## src/rtl/booth_pkg.sv

```systemverilog
// Shared types and constants for the booth multiply-accumulate result stage.
// Latency: n/a (package only).
// Backpressure: n/a (package only).
package booth_pkg;

    // Width of each signed product arriving from the multiplier stage.
    localparam int PROD_W    = 8;
    // Default accumulator / result width; legal range 8..32.
    localparam int ACC_W_DEF = 16;

    typedef enum logic [1:0] {
        ST_IDLE  = 2'd0,
        ST_ACCUM = 2'd1,
        ST_HOLD  = 2'd2
    } booth_state_t;

endpackage

```

## src/rtl/booth_mac_acc_if.sv

```systemverilog
// Product-in / result-out valid-ready bundle for booth_mac_acc.
// Latency: n/a (wiring only).
// Backpressure: in_ready throttles the producer, out_ready throttles the result.
// Ports (signals):
//   in_valid / in_product / in_ready : product stream from the multiplier stage
//   out_valid / out_ready / out_sum / out_ovf : accumulated result stream
// Modports: master = producer/consumer side, slave = booth_mac_acc.
interface booth_mac_acc_if
    import booth_pkg::*;
#(
    parameter int ACC_W = ACC_W_DEF
);
    logic              in_valid;
    logic [PROD_W-1:0] in_product;
    logic              in_ready;
    logic              out_valid;
    logic              out_ready;
    logic [ACC_W-1:0]  out_sum;
    logic              out_ovf;

    modport master (
        output in_valid, in_product, out_ready,
        input  in_ready, out_valid, out_sum, out_ovf
    );

    modport slave (
        input  in_valid, in_product, out_ready,
        output in_ready, out_valid, out_sum, out_ovf
    );
endinterface

```

## src/rtl/booth_sat_add.sv

```systemverilog
// Signed accumulate adder: acc + sext(product) with overflow flag, wrap or saturate.
// Latency: combinational.
// Backpressure: none.
// Ports: i_acc (ACC_W signed), i_prod (PROD_W signed) -> o_sum (ACC_W), o_ovf.
// Build option: BOOTH_ACC_SAT_EN selects saturation; otherwise the sum wraps.
module booth_sat_add
    import booth_pkg::*;
#(
    parameter int ACC_W = ACC_W_DEF
) (
    input  logic signed [ACC_W-1:0]  i_acc,
    input  logic signed [PROD_W-1:0] i_prod,
    output logic        [ACC_W-1:0]  o_sum,
    output logic                     o_ovf
);

    logic signed [ACC_W:0] w_a;
    logic signed [ACC_W:0] w_b;
    logic signed [ACC_W:0] w_full;

    // One guard bit is enough: a single add can move at most one bit past ACC_W.
    assign w_a    = (ACC_W+1)'(i_acc);
    assign w_b    = (ACC_W+1)'(i_prod);
    assign w_full = w_a + w_b;

    // Guard bit disagreeing with the result MSB means the true sum left range.
    assign o_ovf  = w_full[ACC_W] ^ w_full[ACC_W-1];

`ifdef BOOTH_ACC_SAT_EN
    // Guard bit carries the sign of the true sum, which picks the clamp rail.
    always_comb begin
        o_sum = w_full[ACC_W-1:0];
        if (o_ovf) begin
            o_sum = w_full[ACC_W] ? {1'b1, {(ACC_W-1){1'b0}}}
                                  : {1'b0, {(ACC_W-1){1'b1}}};
        end
    end
`else
    assign o_sum = w_full[ACC_W-1:0];
`endif

endmodule

```

## src/rtl/booth_mac_acc.sv

```systemverilog
// Accumulates acc_len signed products into one result and holds it until taken.
// Latency: out_valid rises 1 cycle after the final product transfer.
// Backpressure: in_ready low while a result is held; result held until out_ready.
// Ports: clk, resetn (async active-low), clear (sync abort), acc_len (0 => 16),
//        bus (booth_mac_acc_if.slave): product in / result out handshakes.
// Build option: BOOTH_ACC_SAT_EN saturates on overflow instead of wrapping.
module booth_mac_acc
    import booth_pkg::*;
#(
    parameter int ACC_W = ACC_W_DEF
) (
    input  logic            clk,
    input  logic            resetn,
    input  logic            clear,
    input  logic [3:0]      acc_len,
    booth_mac_acc_if.slave  bus
);

    booth_state_t      r_state;
    booth_state_t      w_next_state;
    logic [ACC_W-1:0]  r_acc;
    logic [4:0]        r_cnt;
    logic [4:0]        r_len;
    logic              r_ovf;

    logic              w_in_ready;
    logic              w_out_valid;
    logic              w_in_xfer;
    logic              w_out_xfer;
    logic [4:0]        w_len_in;
    logic [4:0]        w_cnt_inc;
    logic [ACC_W-1:0]  w_prod_ext;
    logic [ACC_W-1:0]  w_sum;
    logic              w_add_ovf;

    assign w_in_xfer  = bus.in_valid && w_in_ready;
    assign w_out_xfer = w_out_valid && bus.out_ready;
    // A length field of zero encodes the maximum of 16 products.
    assign w_len_in   = (acc_len == 4'd0) ? 5'd16 : {1'b0, acc_len};
    assign w_cnt_inc  = r_cnt + 5'd1;
    assign w_prod_ext = ACC_W'($signed(bus.in_product));

    booth_sat_add #(
        .ACC_W (ACC_W)
    ) u_sat_add (
        .i_acc  (r_acc),
        .i_prod (bus.in_product),
        .o_sum  (w_sum),
        .o_ovf  (w_add_ovf)
    );

    // State register
    always_ff @(posedge clk or negedge resetn) begin
        if (!resetn) begin
            r_state <= ST_IDLE;
        end else begin
            r_state <= w_next_state;
        end
    end

    // Next-state logic; clear overrides every other event.
    always_comb begin
        w_next_state = r_state;
        if (clear) begin
            w_next_state = ST_IDLE;
        end else begin
            case (r_state)
                ST_IDLE: begin
                    if (w_in_xfer) begin
                        w_next_state = (w_len_in == 5'd1) ? ST_HOLD : ST_ACCUM;
                    end
                end
                ST_ACCUM: begin
                    if (w_in_xfer && (w_cnt_inc == r_len)) begin
                        w_next_state = ST_HOLD;
                    end
                end
                ST_HOLD: begin
                    if (w_out_xfer) begin
                        w_next_state = ST_IDLE;
                    end
                end
                default: w_next_state = ST_IDLE;
            endcase
        end
    end

    // Handshake outputs are pure functions of the state.
    always_comb begin
        w_in_ready  = 1'b1;
        w_out_valid = 1'b0;
        case (r_state)
            ST_HOLD: begin
                w_in_ready  = 1'b0;
                w_out_valid = 1'b1;
            end
            default: begin
                w_in_ready  = 1'b1;
                w_out_valid = 1'b0;
            end
        endcase
    end

    // Accumulator datapath. The length is captured on the first product so
    // later acc_len changes cannot shorten or stretch a result in flight.
    always_ff @(posedge clk or negedge resetn) begin
        if (!resetn) begin
            r_acc <= '0;
            r_cnt <= '0;
            r_len <= 5'd1;
            r_ovf <= 1'b0;
        end else if (clear) begin
            r_acc <= '0;
            r_cnt <= '0;
            r_ovf <= 1'b0;
        end else if (w_in_xfer) begin
            if (r_state == ST_IDLE) begin
                r_acc <= w_prod_ext;
                r_cnt <= 5'd1;
                r_len <= w_len_in;
                r_ovf <= 1'b0;
            end else begin
                r_acc <= w_sum;
                r_cnt <= w_cnt_inc;
                r_ovf <= r_ovf | w_add_ovf;
            end
        end
    end

    assign bus.in_ready  = w_in_ready;
    assign bus.out_valid = w_out_valid;
    assign bus.out_sum   = r_acc;
    assign bus.out_ovf   = r_ovf;

endmodule

```

## src/flat_wrapper.sv

```systemverilog
// flat-port wrapper written by rule: the top's interface ports become plain ports
module booth_mac_acc_flat import booth_pkg::*;
#(
    parameter int ACC_W = ACC_W_DEF
)
  (clk, resetn, clear, acc_len, bus_in_valid, bus_in_product, bus_out_ready, bus_in_ready, bus_out_valid, bus_out_sum, bus_out_ovf);
  booth_mac_acc_if #(.ACC_W(ACC_W)) bus_i ();
  input  logic clk;
  input  logic resetn;
  input  logic clear;
  input  logic [3:0] acc_len;
  input wire logic [$bits(bus_i.in_valid)-1:0] bus_in_valid;
  input wire logic [$bits(bus_i.in_product)-1:0] bus_in_product;
  input wire logic [$bits(bus_i.out_ready)-1:0] bus_out_ready;
  output wire logic [$bits(bus_i.in_ready)-1:0] bus_in_ready;
  output wire logic [$bits(bus_i.out_valid)-1:0] bus_out_valid;
  output wire logic [$bits(bus_i.out_sum)-1:0] bus_out_sum;
  output wire logic [$bits(bus_i.out_ovf)-1:0] bus_out_ovf;
  assign bus_i.in_valid = bus_in_valid;
  assign bus_i.in_product = bus_in_product;
  assign bus_i.out_ready = bus_out_ready;
  assign bus_in_ready = bus_i.in_ready;
  assign bus_out_valid = bus_i.out_valid;
  assign bus_out_sum = bus_i.out_sum;
  assign bus_out_ovf = bus_i.out_ovf;
  booth_mac_acc #(.ACC_W(ACC_W)) u_core (.clk(clk), .resetn(resetn), .clear(clear), .acc_len(acc_len), .bus(bus_i));
endmodule
```

## config.mk

```make
export PLATFORM = sky130hd
export DESIGN_NAME = booth_mac_acc_flat
export DESIGN_NICKNAME = d
export VERILOG_FILES = /design/src/rtl/booth_pkg.sv /design/src/rtl/booth_mac_acc_if.sv /design/src/rtl/booth_sat_add.sv /design/src/rtl/booth_mac_acc.sv /design/src/flat_wrapper.sv
export SDC_FILE = /design/constraint.sdc
export NUM_CORES = 1
export LEC_CHECK = 0
export CAP_MARGIN = 5
export CORE_MARGIN = 3
export CORE_UTILIZATION = 48
export DETAILED_ROUTE_END_ITERATION = 16
export GPL_ROUTABILITY_DRIVEN = 1
export MAX_ROUTING_LAYER = met4
export PLACE_DENSITY = 0.84
export SLEW_MARGIN = 40
export SYNTH_ARGS = -nofsm -noshare
export SYNTH_HDL_FRONTEND = slang
export SYNTH_SLANG_ARGS = --single-unit
```

## constraint.sdc

```tcl
create_clock -name clk -period 2.2 [get_ports clk]
set_clock_uncertainty 0.2 [all_clocks]
set_input_delay 0.22 -clock clk [delete_from_list [all_inputs] [get_ports clk]]
set_output_delay 0.22 -clock clk [all_outputs]
set_load 0.02 [all_outputs]
```

==> impl_metrics.yaml, run 1 <==
status:
  outcome: "finished with violations"
  violations: "setup timing"
clock_tree:
  cts_buffers: 5
  clock_sinks: 29
  clk_path_buf_depth: 2
  clock_latency_ns: 0.29
  holdBufCountCts: 0
  cts_tree: "built"
  root_buffer: "clkbuf_8"
  clk_pin_slew_worst_paths_ns: 0.07
  htree_num_levels: 2
finish:
  drive_gt1_share_pct: 31.08
  nets: 359
  syn_to_final_growth_pct: 52.17
  post_layout_nonfiller_instances: 375
  fill_cells: 259
  antenna_cells: 0
  final_util_pct: 77.77
synth:
  ys_top_cells_by_area: "dfrtp_1 (33%), ha_1 (10%), nand2_1 (5.7%)"
  synth_edf_count: 0
  yosys_register_bits: 29
  postSynthNetCount: 275
  netlist_area_um2: 2103
  synthDistinctLibCells: 47
  yosysTopAreaCell: "dfrtp_1"
  yosysSeqAreaShare_pct: 34.56
  yosysMostFrequentCell: "nand2_1"
  syn_inst: 240
  syn_avg_cell_area_um2: 8.764
  asyncSetResetFlopFracSynth_pct: 100.0
  synth_ff_type: "dfrtp_1"
  ys_top_cells_by_count: "nand2_1 (32), dfrtp_1 (28), nor2_1 (23), a21oi_1 (21), o21ai_0 (18)"
  yosysWarnings: 0
  synth_top_area_share_pct: 33.31
grt:
  met2_usage_pct: 41.66
  use_met1_pct: 30.27
  track_usage_pct: 24.99
  grt-ovfl-total: 0
  grt_pass1_vias: 2239
  grt_util_met3_pct: 4.155
  grt.busiest_layer: "met2"
  grt_pass1_wl_um: 10070
  grt_max_degree: 30
  antenna_found_initial: 0
critical_path:
  crit_fanout: 4
  cp_slowest_cell: "clkdlybuf4s50_1"
  cp-end-kind: "flip-flop"
  crit_family: "compound AO/OA/AOI/OAI gates"
  path_class: "input pin to flip-flop"
  worstSetupStartpointType: "input pin"
  critPathMaxStageDelay_ns: 0.45
  critPathBufInv: 1
  required_ns: 2.18
  worstPathCellList: "clkdlybuf4s50_1, ha_1, nand3_1, o21ai_2, a41oi_4, o31ai_4, mux2i_1, nand2_1"
  arrival_ns: 2.23
die:
  core_um2: 4115
  die_h_um: 72.20
  die_area_um2: 5212
  start_util_pct: 51.11
  die_x_um: 72.20
  num_rows: 23
  io_pins: 36
power_and_ir_drop:
  power_density_nw_per_um2: 1107
  leakage_nw: 1.446
  vdd_ir_drop_max_uv: 569.6
sta:
  finalCriticalPeriod_ns: 2.253
  fin_crit_sh_pct: 102.4
  fmax_mhz: 443.9
  setup_viol: 4
  max-slew-margin-rel_pct: 74.88
  tightest_slew_ns: 0.3673
  layout_setup_ws_ns: -0.05301
  finalHoldViolations: 0
  drv_slew: 0
  rsz0062_at_grt: "yes"
hold_path:
  hp-class: "input pin to async pin"
drt:
  avgRoutedWirePerCell_um: 16.81
  ant_nets: 0
  vias: 2183
  routed_wl_um: 6305
  drc: 0
  drt-vias-per-instance: 5.821
  dr.pass1.iters: 4
  drt_iter0_drc: 148
place:
  dp_hpwl_um: 4314
  numPlacedInstances: 361
  port_buffers: 35
  finalWeightedCongestion: 0.9574
job:
  cap_viol_max_count: 0
per-layer routing:
layer  vias up  part of all wire, %
met5         -                    0
met4         0                  1.8
met3        14                  3.9
met2        59                   51
met1      1083                   43
li1       1027                    -
placed cells by master, fill, tap and decap left out, drive strengths merged, types with 3 or more instances in the layout:
master	count
o211ai	5
dlygate4sd2	3
mux2	5
nand2	32
and2	3
a211oi	4
inv	8
nand3	5
a21o	5
xor2	7
buf	49
dfrtp	28
nor2	23
o21ai	21
a21oi	22
a311oi	3
nand2b	6
clkdlybuf4s50	32
clkbuf	6
ha	17
xnor2	12
path summary, 6_finish.rpt:
check	slack (ns)	start	cells past startpoint	end
setup / recovery	-0.05	bus_in_product[4]	8	u_core.bus.out_sum[15]$_DFFE_PN0P_
hold / removal	0.11	resetn	2	u_core.bus.out_sum[11]$_DFFE_PN0P_
setup reg to reg	-0.05	u_core.bus.out_sum[6]$_DFFE_PN0P_	7	u_core.bus.out_sum[13]$_DFFE_PN0P_
hold reg to reg	0.32	u_core.bus.out_sum[12]$_DFFE_PN0P_	2	u_core.bus.out_sum[12]$_DFFE_PN0P_
max in group asynchronous	1.36	resetn	2	u_core.r_len[0]$_DFFE_PN1P_
min in group clk	0.19	bus_in_product[0]	3	u_core.bus.out_sum[0]$_DFFE_PN0P_
report_power, final:
part	switching, mW	internal (mW)
sequential	0.151	0.694
clock	0.229	0.368
combinational	1.05	1.05
total	1.43	2.12
final cells by class:
class	instances	area (µm²)	share of cell area, %
Clock inverter	2	37.54	1.173
Tap cell	50	62.56	1.955
Timing Repair Buffer	84	730.7	22.83
Inverter	8	30.03	0.9382
Clock buffer	6	82.58	2.580
Multi-Input combinational cell	196	1526	47.69
Sequential cell	29	730.7	22.83
timing repair:
item | in CTS | in global routing
setup endpoints to repair | 9 | 11
buffers inserted | 4 | 2
gates resized for setup | 10 | 18
pin swaps | 7 | 19
logic make-up (layout without fill, tap and decap cells):
kind of cell	Yosys count	count (layout)	share of synthesized area, %
xor gates and xnor gates	19	19	7.912
and+or+nand+nor	78	78	16.72
adders and majority gates	18	18	11.06
buffers and inverters	15	100	2.915
DFF	29	29	34.56
AOI/OAI and AO/OA	74	74	23.02
muxes	7	7	3.807
flip-flops by register name, indices dropped and copies added (netlist names):
name,flops
u_core.bus.out_ovf,1
u_core.r_len,5
u_core.r_state,2
u_core.r_cnt,5
u_core.bus.out_sum,16
per-stage QoR:
stage | instance area (µm²) | worst slack, ns | TNS, ns | power (mW) | hold WS, ns
2_1_floorplan | 2193 | -0.002163 | -0.002163 | 1.973 | -0.2756
3_3_place_gp | 2910 | -0.4679 | -4.140 | 2.666 | 0.2872
5_1_grt | 3201 | -0.1245 | -0.7765 | 3.748 | 0.1499
3_5_place_dp | 2910 | -0.5373 | -4.688 | 2.734 | 0.3033
6_report | 3201 | -0.05301 | -0.1519 | 3.545 | 0.1112
4_1_cts | 3088 | -0.009536 | -0.01234 | 3.399 | 0.1231
No activity file was read; power rests on OpenSTA's default activity.
==> inputs of run 2 (changes only) <==
Settings changed: CORE_UTILIZATION 48 to 50, CTS_BUF_LIST set to sky130_fd_sc_hd__clkbuf_2, PLACE_DENSITY 0.84 to 0.87, SKIP_CTS_REPAIR_TIMING set to 1.
==> impl_metrics.yaml, run 2 (synthesis results as in run 1) <==
die:
  die_area_um2: 5020
  num_rows: 22
  die_x_um: 70.86
  die_h_um: 70.86
  core_um2: 3854
  start_util_pct: 54.58
  io_pins: 36
critical_path:
  cp-end-kind: "flip-flop"
  worstSetupStartpointType: "flip-flop"
  r2r-start: "u_core.bus.out_sum[6]$_DFFE_PN0P_"
  r2r_cells: 7
  r2r_slack_ns: -0.18
  path_class: "flip-flop to flip-flop"
  arrival_ns: 2.52
  setup.worst_path.start: "u_core.bus.out_sum[6]$_DFFE_PN0P_"
  crit_family: "compound AO/OA/AOI/OAI gates"
  required_ns: 2.34
  worstReg2RegEnd: "u_core.bus.out_sum[13]$_DFFE_PN0P_"
  cp_slowest_cell: "dfrtp_2"
  critPathBufInv: 0
  crit_fanout: 3
  critPathMaxStageDelay_ns: 0.47
  worstPathCellList: "ha_4, a21o_1, a221o_1, a41oi_4, o21ai_2, mux2_4, nor2_2"
drt:
  avgRoutedWirePerCell_um: 16.77
  vias: 2173
  drt_iter0_drc: 172
  dr.pass1.iters: 4
  drt-vias-per-instance: 5.826
  drc: 0
  ant_nets: 0
  routed_wl_um: 6257
status:
  violations: "setup timing"
  outcome: "finished with violations"
clock_tree:
  cts_tree: "built"
  clock_latency_ns: 0.41
  root_buffer: "clkbuf_2"
  clk_path_buf_depth: 2
  htree_num_levels: 2
  cts_buffers: 5
  clock_sinks: 29
  clk_pin_slew_worst_paths_ns: 0.16
place:
  finalWeightedCongestion: 0.9365
  port_buffers: 35
  dp_hpwl_um: 4392
  place_ws_ns: -0.5249
finish:
  ff_latch_area_um2: 732.0
  fill_cells: 241
  antenna_cells: 0
  mostFrequentLayoutCells: "buf_4 (47), clkdlybuf4s50_1 (33), nand2_1 (32), dfrtp_1 (24), nor2_1 (21)"
  nets: 359
  mostFrequentLayoutCell: "buf_4"
  multi_input_area_um2: 1555
  syn_to_final_growth_pct: 49.61
  largest_reg_flops: 16
  drive_gt1_share_pct: 31.38
power_and_ir_drop:
  leakage_nw: 1.447
  power_density_nw_per_um2: 1047
  vdd_ir_drop_max_uv: 749.6
sta:
  rsz0062_at_grt: "yes"
  finalHoldViolations: 0
  finalCriticalPeriod_ns: 2.375
  layout_setup_ws_ns: -0.1754
  tightest_slew_ns: 0.4095
  fmax_mhz: 421.0
  max-slew-margin-rel_pct: 72.60
  holdWs_ns: 0.2605
  drv_slew: 0
  fin_crit_sh_pct: 108.0
  setup_viol: 6
grt:
  grt_pass1_vias: 2136
  antenna_found_initial: 0
  track_usage_pct: 25.19
  grt-ovfl-total: 0
  grt_pass1_wl_um: 9784
  grt_max_degree: 30
job:
  cap_viol_max_count: 0
hold_path:
  hp-start: "acc_len[0]"
  hold_path_end: "u_core.r_len[4]$_DFFE_PN0P_"
  holdPathStages: 2
  hp-class: "input pin to flip-flop"
run 2: changes by cell type in the layout (fill, tap and decap cells not counted), moves of 2 or more:
| cell | previous run | this run |
|---|---|---|
| clkinv_2 | 0 | 2 |
| clkbuf_8 | 6 | 0 |
| xnor2_2 | 0 | 2 |
| clkbuf_2 | 0 | 6 |
| o21ai_0 | 16 | 14 |
| xnor2_1 | 12 | 10 |
| dlymetal6s2s_1 | 0 | 2 |
| dlygate4sd2_1 | 3 | 0 |
run 2: how the worst max path moves through the flow:
| stage | end | slack [ns] | cells after the start |
|---|---|---|---|
| detailed placement | u_core.bus.out_ovf$_DFFE_PN0P_ | -0.52 | 10 |
| finish | u_core.bus.out_sum[13]$_DFFE_PN0P_ | -0.18 | 7 |
| CTS | u_core.bus.out_ovf$_DFFE_PN0P_ | -0.11 | 10 |
| global placement | u_core.bus.out_sum[13]$_DFFE_PN0P_ | -0.45 | 10 |
| global route | u_core.bus.out_sum[13]$_DFFE_PN0P_ | -0.19 | 7 |
| floorplan | u_core.bus.out_sum[13]$_DFFE_PN0P_ | -0.002 | 8 |
run 2: through the flow:
stage	cell area (µm²)	util, %	power (mW)	std cells	setup TNS (ns)
final	3147	81.66	3.296	373	-0.3237
after floorplan	2193	-	1.973	240	-0.002163
after CTS	2950	76.56	3.052	369	-0.4843
after global routing	3147	81.66	3.511	373	-1.157
after global placement	2910	75.52	2.685	361	-3.952
after detailed placement	2910	75.52	2.762	361	-4.755
run 2: worst reg2reg max path, stage by stage, from the launching register on:
cell,delay (ns)
dfrtp_2,0.47
ha_4,0.22
a21o_1,0.21
a221o_1,0.39
a41oi_4,0.29
o21ai_2,0.11
mux2_4,0.31
nor2_2,0.12
run 2: final cells by class:
cell class,count,area share (%)
inverter,8,0.9543
clock buffer,6,0.9543
multi-input combinational,196,49.42
timing repair buffer,84,23.18
tap,48,1.909
clock inverter,2,0.3181
sequential,29,23.26
run 2: metal layers:
| metal | vias to the layer above | track usage, % | part of all wire [%] |
|---|---|---|---|
| met1 | 1047 | 31.73 | 43 |
| met3 | 12 | 6.250 | 6.2 |
| met5 | - | - | 0 |
| met4 | 0 | 8.768 | 2.0 |
| met2 | 81 | 39.44 | 49 |
| li1 | 1033 | - | - |
run 2: power by group:
part	switching [mW]	total, mW	internal (mW)
registers	0.153	0.846	0.693
logic	1.08	2.16	1.08
clock network	0.207	0.286	0.0795
total	1.44	3.30	1.85
==> RTL change 1: new RTL, config.mk and constraints of run 1 <==
Add a define of `BOOTH_ACC_SAT_EN`.
--- a/src/rtl/booth_sat_add.sv
+++ b/src/rtl/booth_sat_add.sv
@@ -3,6 +3,8 @@
 // Backpressure: none.
 // Ports: i_acc (ACC_W signed), i_prod (PROD_W signed) -> o_sum (ACC_W), o_ovf.
 // Build option: BOOTH_ACC_SAT_EN selects saturation; otherwise the sum wraps.
+`define BOOTH_ACC_SAT_EN
+
 module booth_sat_add
     import booth_pkg::*;
 #(
Behaviour: same outputs for any inputs over 10 cycles, from zero or initial values and one cycle with resetn low; that may be too few to reach the edited logic, so the function may still have changed.
==> RTL change 1 against run 1 <==
- global-route usage increased by 5.6 points
- wire length increased by 35%
- synthesized area grew 6.2%
- core utilization grew 0.17 points
- critical path type is now register to register
- final area increased by 7.5%
- combinational power grew 20%
- sequential cell count is the same
- cell count grew 12%
- sequential power decreased by 2%
- worst setup slack lost 0.87 ns
- power is 12% higher
- the run still ends with negative setup slack left
==> RTL change 1: results (changes against run 1) <==
- The final standard cell count with taps included and fillers excluded was 420 (was 375).
- The capturing instance or port of the critical path is u_core.bus.out_sum[7] (was u_core.bus.out_sum[15]).
- The share of cells above drive strength 1 was 33.2% (was 31.1%).
- The DRC violation total after the first TritonRoute iteration came to 246 (was 148).
- The worst setup slack before clock tree synthesis is -1.10 ns (was -0.537 ns).
- The pin count of the biggest net entering global routing is 30 (unchanged).
- The post-synthesis mux area share was 3.14% (was 3.81%).
- The portion of total power attributed to the clock network was 15.1% (was 16.8%).
- The number of detailed-routing iterations run before antenna repair is 5 (was 4).
- Largest cells by area after synthesis: sky130_fd_sc_hd__dfrtp_1 (31%), sky130_fd_sc_hd__ha_1 (9.5%), sky130_fd_sc_hd__o21ai_0 (5.6%) (was sky130_fd_sc_hd__dfrtp_1 (33%), sky130_fd_sc_hd__ha_1 (10%), sky130_fd_sc_hd__nand2_1 (5.7%)).
- The setup-violating endpoint count in the final report is 17 (was 4).
- Outcome: complete, but fails checks (unchanged).
- The static leakage is 1.64 nW (was 1.45 nW).
- The worst hold margin is 0.120 ns (was 0.111 ns).
- The depth of the most critical reg-to-reg path is 10 (was 7).
- The average instance area after synthesis was 8.73 um^2 (was 8.76 um^2).
- The setup fix buffers added after clock tree synthesis is 2 (was 4).
- The last weighted congestion value of the routability-driven placer is 0.933 (was 0.957).
- The master cell of the clock root buffer is sky130_fd_sc_hd__clkbuf_8 (unchanged).
- The net count after synthesis is 291 (was 275).
- The total via count in the routed design is 2725 (was 2183).
- The overall global routing resource usage is 30.6% (was 25.0%).
- The post-synthesis compound-gate area fraction is 29.3% (was 23.0%).
- The worst-path cell with the longest stage delay is sky130_fd_sc_hd__dfrtp_2 (was sky130_fd_sc_hd__clkdlybuf4s50_1).
- The setup total negative slack came to -14.06 ns (was -0.152 ns).
- The switching power summed over all nets was 1.68 mW (was 1.43 mW).
- The net count of the finished layout came to 402 (was 359).
- The power consumption is 3.96 mW (was 3.54 mW).
- The worst ir drop on vdd came to 0.556 mV (was 0.570 mV).
- The final wirelength came to 8.53 mm (was 6.31 mm).
- The count of different cell masters after synthesis is 55 (was 47).
- Failing checks: negative setup slack (unchanged).
- The least setup slack across all paths after layout is -0.922 ns (was -0.0530 ns).
- The area share of fa/ha/maj cells after synthesis is 10.4% (was 11.1%).
- The proportion of synthesized chip area in sequential cells is 32.5% (was 34.6%).
- The slew at the pin closest to its max-slew limit is 0.569 ns (was 0.367 ns).
- The combinational-cell power consumption is 2.53 mW (was 2.10 mW).
- The start point of the critical path is u_core.bus.out_sum[0] (was bus_in_product[4]).
- The delay of the slowest critical-path stage is 0.43 ns (was 0.45 ns).
- The half-perimeter wire length of the detailed placement result was 4.82 mm (was 4.31 mm).
- The signal arrival time at the worst endpoint is 3.09 ns (was 2.23 ns).
==> RTL change 1: changes by cell type after synthesis, sizes merged, moves of 3 or more <==
cell	change
inv	-4
o22ai	+3
a21oi	-3
o21ai	+13
clkbuf	+7
o21a	+5
a32oi	+3
nor2	-6
nor2b	+3
nand2	-4
nand2b	-3
==> RTL change 1: layer usage <==
metal / share of wire, % / wire length, um / vias up / GRT usage, %
met3: 9.4 / 799 / 73 / 6.49
met1: 37 / 3140 / 1267 / 34.7
li1: - / - / 1174 / -
met2: 47 / 4020 / 211 / 49.3
met5: 0 / 0 / - / -
met4: 6.7 / 569 / 0 / 18.6
==> RTL change 1: area by class of cell <==
type	instances	area [um^2]
clock buffers	7	86.3
clock inverters	1	30.0
fillers	281	973
inverters	4	15.0
multi-input cells	211	1540
flip-flops and latches	29	729
well taps	52	65.1
repair buffers	116	972
==> RTL change 2: new RTL, settings of run 1 <==
Without the edit above. The 3 states of `booth_state_t` get a one-hot encoding in 3 bits.
--- a/src/rtl/booth_pkg.sv
+++ b/src/rtl/booth_pkg.sv
@@ -8,10 +8,10 @@
     // Default accumulator / result width; legal range 8..32.
     localparam int ACC_W_DEF = 16;
 
-    typedef enum logic [1:0] {
-        ST_IDLE  = 2'd0,
-        ST_ACCUM = 2'd1,
-        ST_HOLD  = 2'd2
+    typedef enum logic [2:0] {
+        ST_IDLE  = 3'b001,
+        ST_ACCUM = 3'b010,
+        ST_HOLD  = 3'b100
     } booth_state_t;
 
 endpackage
Check against the original RTL: no difference found for any inputs over 10 cycles, from zero or initial values and one cycle with resetn low; not proved beyond that.
==> RTL change 2 against run 1 <==
- the flow still finishes with violations (negative setup slack)
- wire length grew 8.5%
- largest cell class unchanged
- fmax shrank 1.7%
- sequential cell count grew 1
- hold slack gained 0.015 ns
- final area grew 5.1%
- worst setup slack lost 0.039 ns
- synthesized area grew 4.5%
Power is not compared: it rests on default switching activity, and its combinational part moved more than twofold at a synthesized area within 25%.
==> RTL change 2: results (changes against run 1) <==
- The overall global routing resource usage was 27.1% (was 25.0%).
- The area share of fa/ha/maj cells after synthesis is 10.6% (was 11.1%).
- The delay of the slowest critical-path stage is 0.43 ns (was 0.45 ns).
- The post-synthesis xor/xnor area fraction came to 6.78% (was 7.91%).
- The post-synthesis mux area share is 3.47% (was 3.81%).
- The start point of the critical path is u_core.bus.out_sum[7] (was bus_in_product[4]).
- The final wirelength is 6.84 mm (was 6.31 mm).
- The depth of the most critical reg-to-reg path is 8 (was 7).
- Largest cells by area after synthesis: sky130_fd_sc_hd__dfrtp_1 (32%), sky130_fd_sc_hd__ha_1 (9.7%), sky130_fd_sc_hd__o21ai_0 (5.7%) (was sky130_fd_sc_hd__dfrtp_1 (33%), sky130_fd_sc_hd__ha_1 (10%), sky130_fd_sc_hd__nand2_1 (5.7%)).
- The global-route met2 utilization is 42.9% (was 41.7%).
- The last weighted congestion value of the routability-driven placer is 0.870 (was 0.957).
- The biggest fanout along the worst timing path is 5 (was 4).
- The least setup slack across all paths after layout was -0.0919 ns (was -0.0530 ns).
- Outcome: complete, but fails checks (unchanged).
- The net count after synthesis is 286 (was 275).
- The total via count in the routed design came to 2370 (was 2183).
- The wire length of the first global-routing pass is 11.0 mm (was 10.1 mm).
- The signal arrival time at the worst endpoint is 2.27 ns (was 2.23 ns).
- Failing checks: negative setup slack (unchanged).
- The DRC violation total after the first TritonRoute iteration is 189 (was 148).
- The capturing instance or port of the critical path is u_core.bus.out_sum[14] (was u_core.bus.out_sum[15]).
- The setup-violating endpoint count in the final report is 3 (was 4).
- The pin count of the biggest net entering global routing is 31 (was 30).
- The worst hold margin is 0.126 ns (was 0.111 ns).
- The share of cells above drive strength 1 is 34.5% (was 31.1%).
## RTL change 2: cell count changes after synthesis, sizes merged, moves of 3 or more
cell    change
nor3        +6
nor2        +5
o21ai       +5
a21oi       -4
o211ai      -4
xnor2       -4
a211oi      +3
a21o        +3
a31oi       +3
nand2b      -3
nand3b      +3
## RTL change 2: routing by layer
metal  vias to the layer above  wire, um  part of all wire [%]
li1                       1089         -                     -
met1                      1146      2840                    41
met2                       110      3330                    49
met3                        25       452                   6.6
met4                         0       224                   3.3
met5                         -         0                     0
## RTL change 2: critical path, delay by kind of cell, from the launching register on
family | cells | cell delay [ns]
flip-flops | 1 | 0.43
adder cells (fa/ha/maj) | 1 | 0.28
XOR/XNOR | 1 | 0.18
AO/OA/AOI/OAI | 5 | 0.98
AND/OR/NAND/NOR | 1 | 0.12
## RTL change 2: kinds of logic after synthesis
family,after synthesis
and+or+nand+nor,86
muxes,7
AOI/OAI and AO/OA,78
xor gates and xnor gates,17
buffers and inverters,15
adders and majority gates,18
DFF,30
## RTL change 2: cell type report
type	instances	area, um^2
Inverter	7	26.3
Tap cell	50	62.6
Sequential cell	30	762
Clock buffer	5	68.8
Fill cell	263	838
Timing Repair Buffer	91	776
Clock inverter	3	40.0
Multi-Input combinational cell	206	1630
## RTL change 2: per-stage QoR
stage | util (%) | instances
after floorplan | - | 251
after global placement | 73.1 | 379
after detailed placement | 73.1 | 379
after CTS | 78.4 | 391
after global routing | 80.0 | 392
final | 80.0 | 392
## RTL change 2: timing repair
action	CTS	global route
buffers inserted	4	2
setup endpoints to repair	8	14
pin swaps	14	13
gates cloned	0	0
hold buffers	0	0
resized for setup	19	22
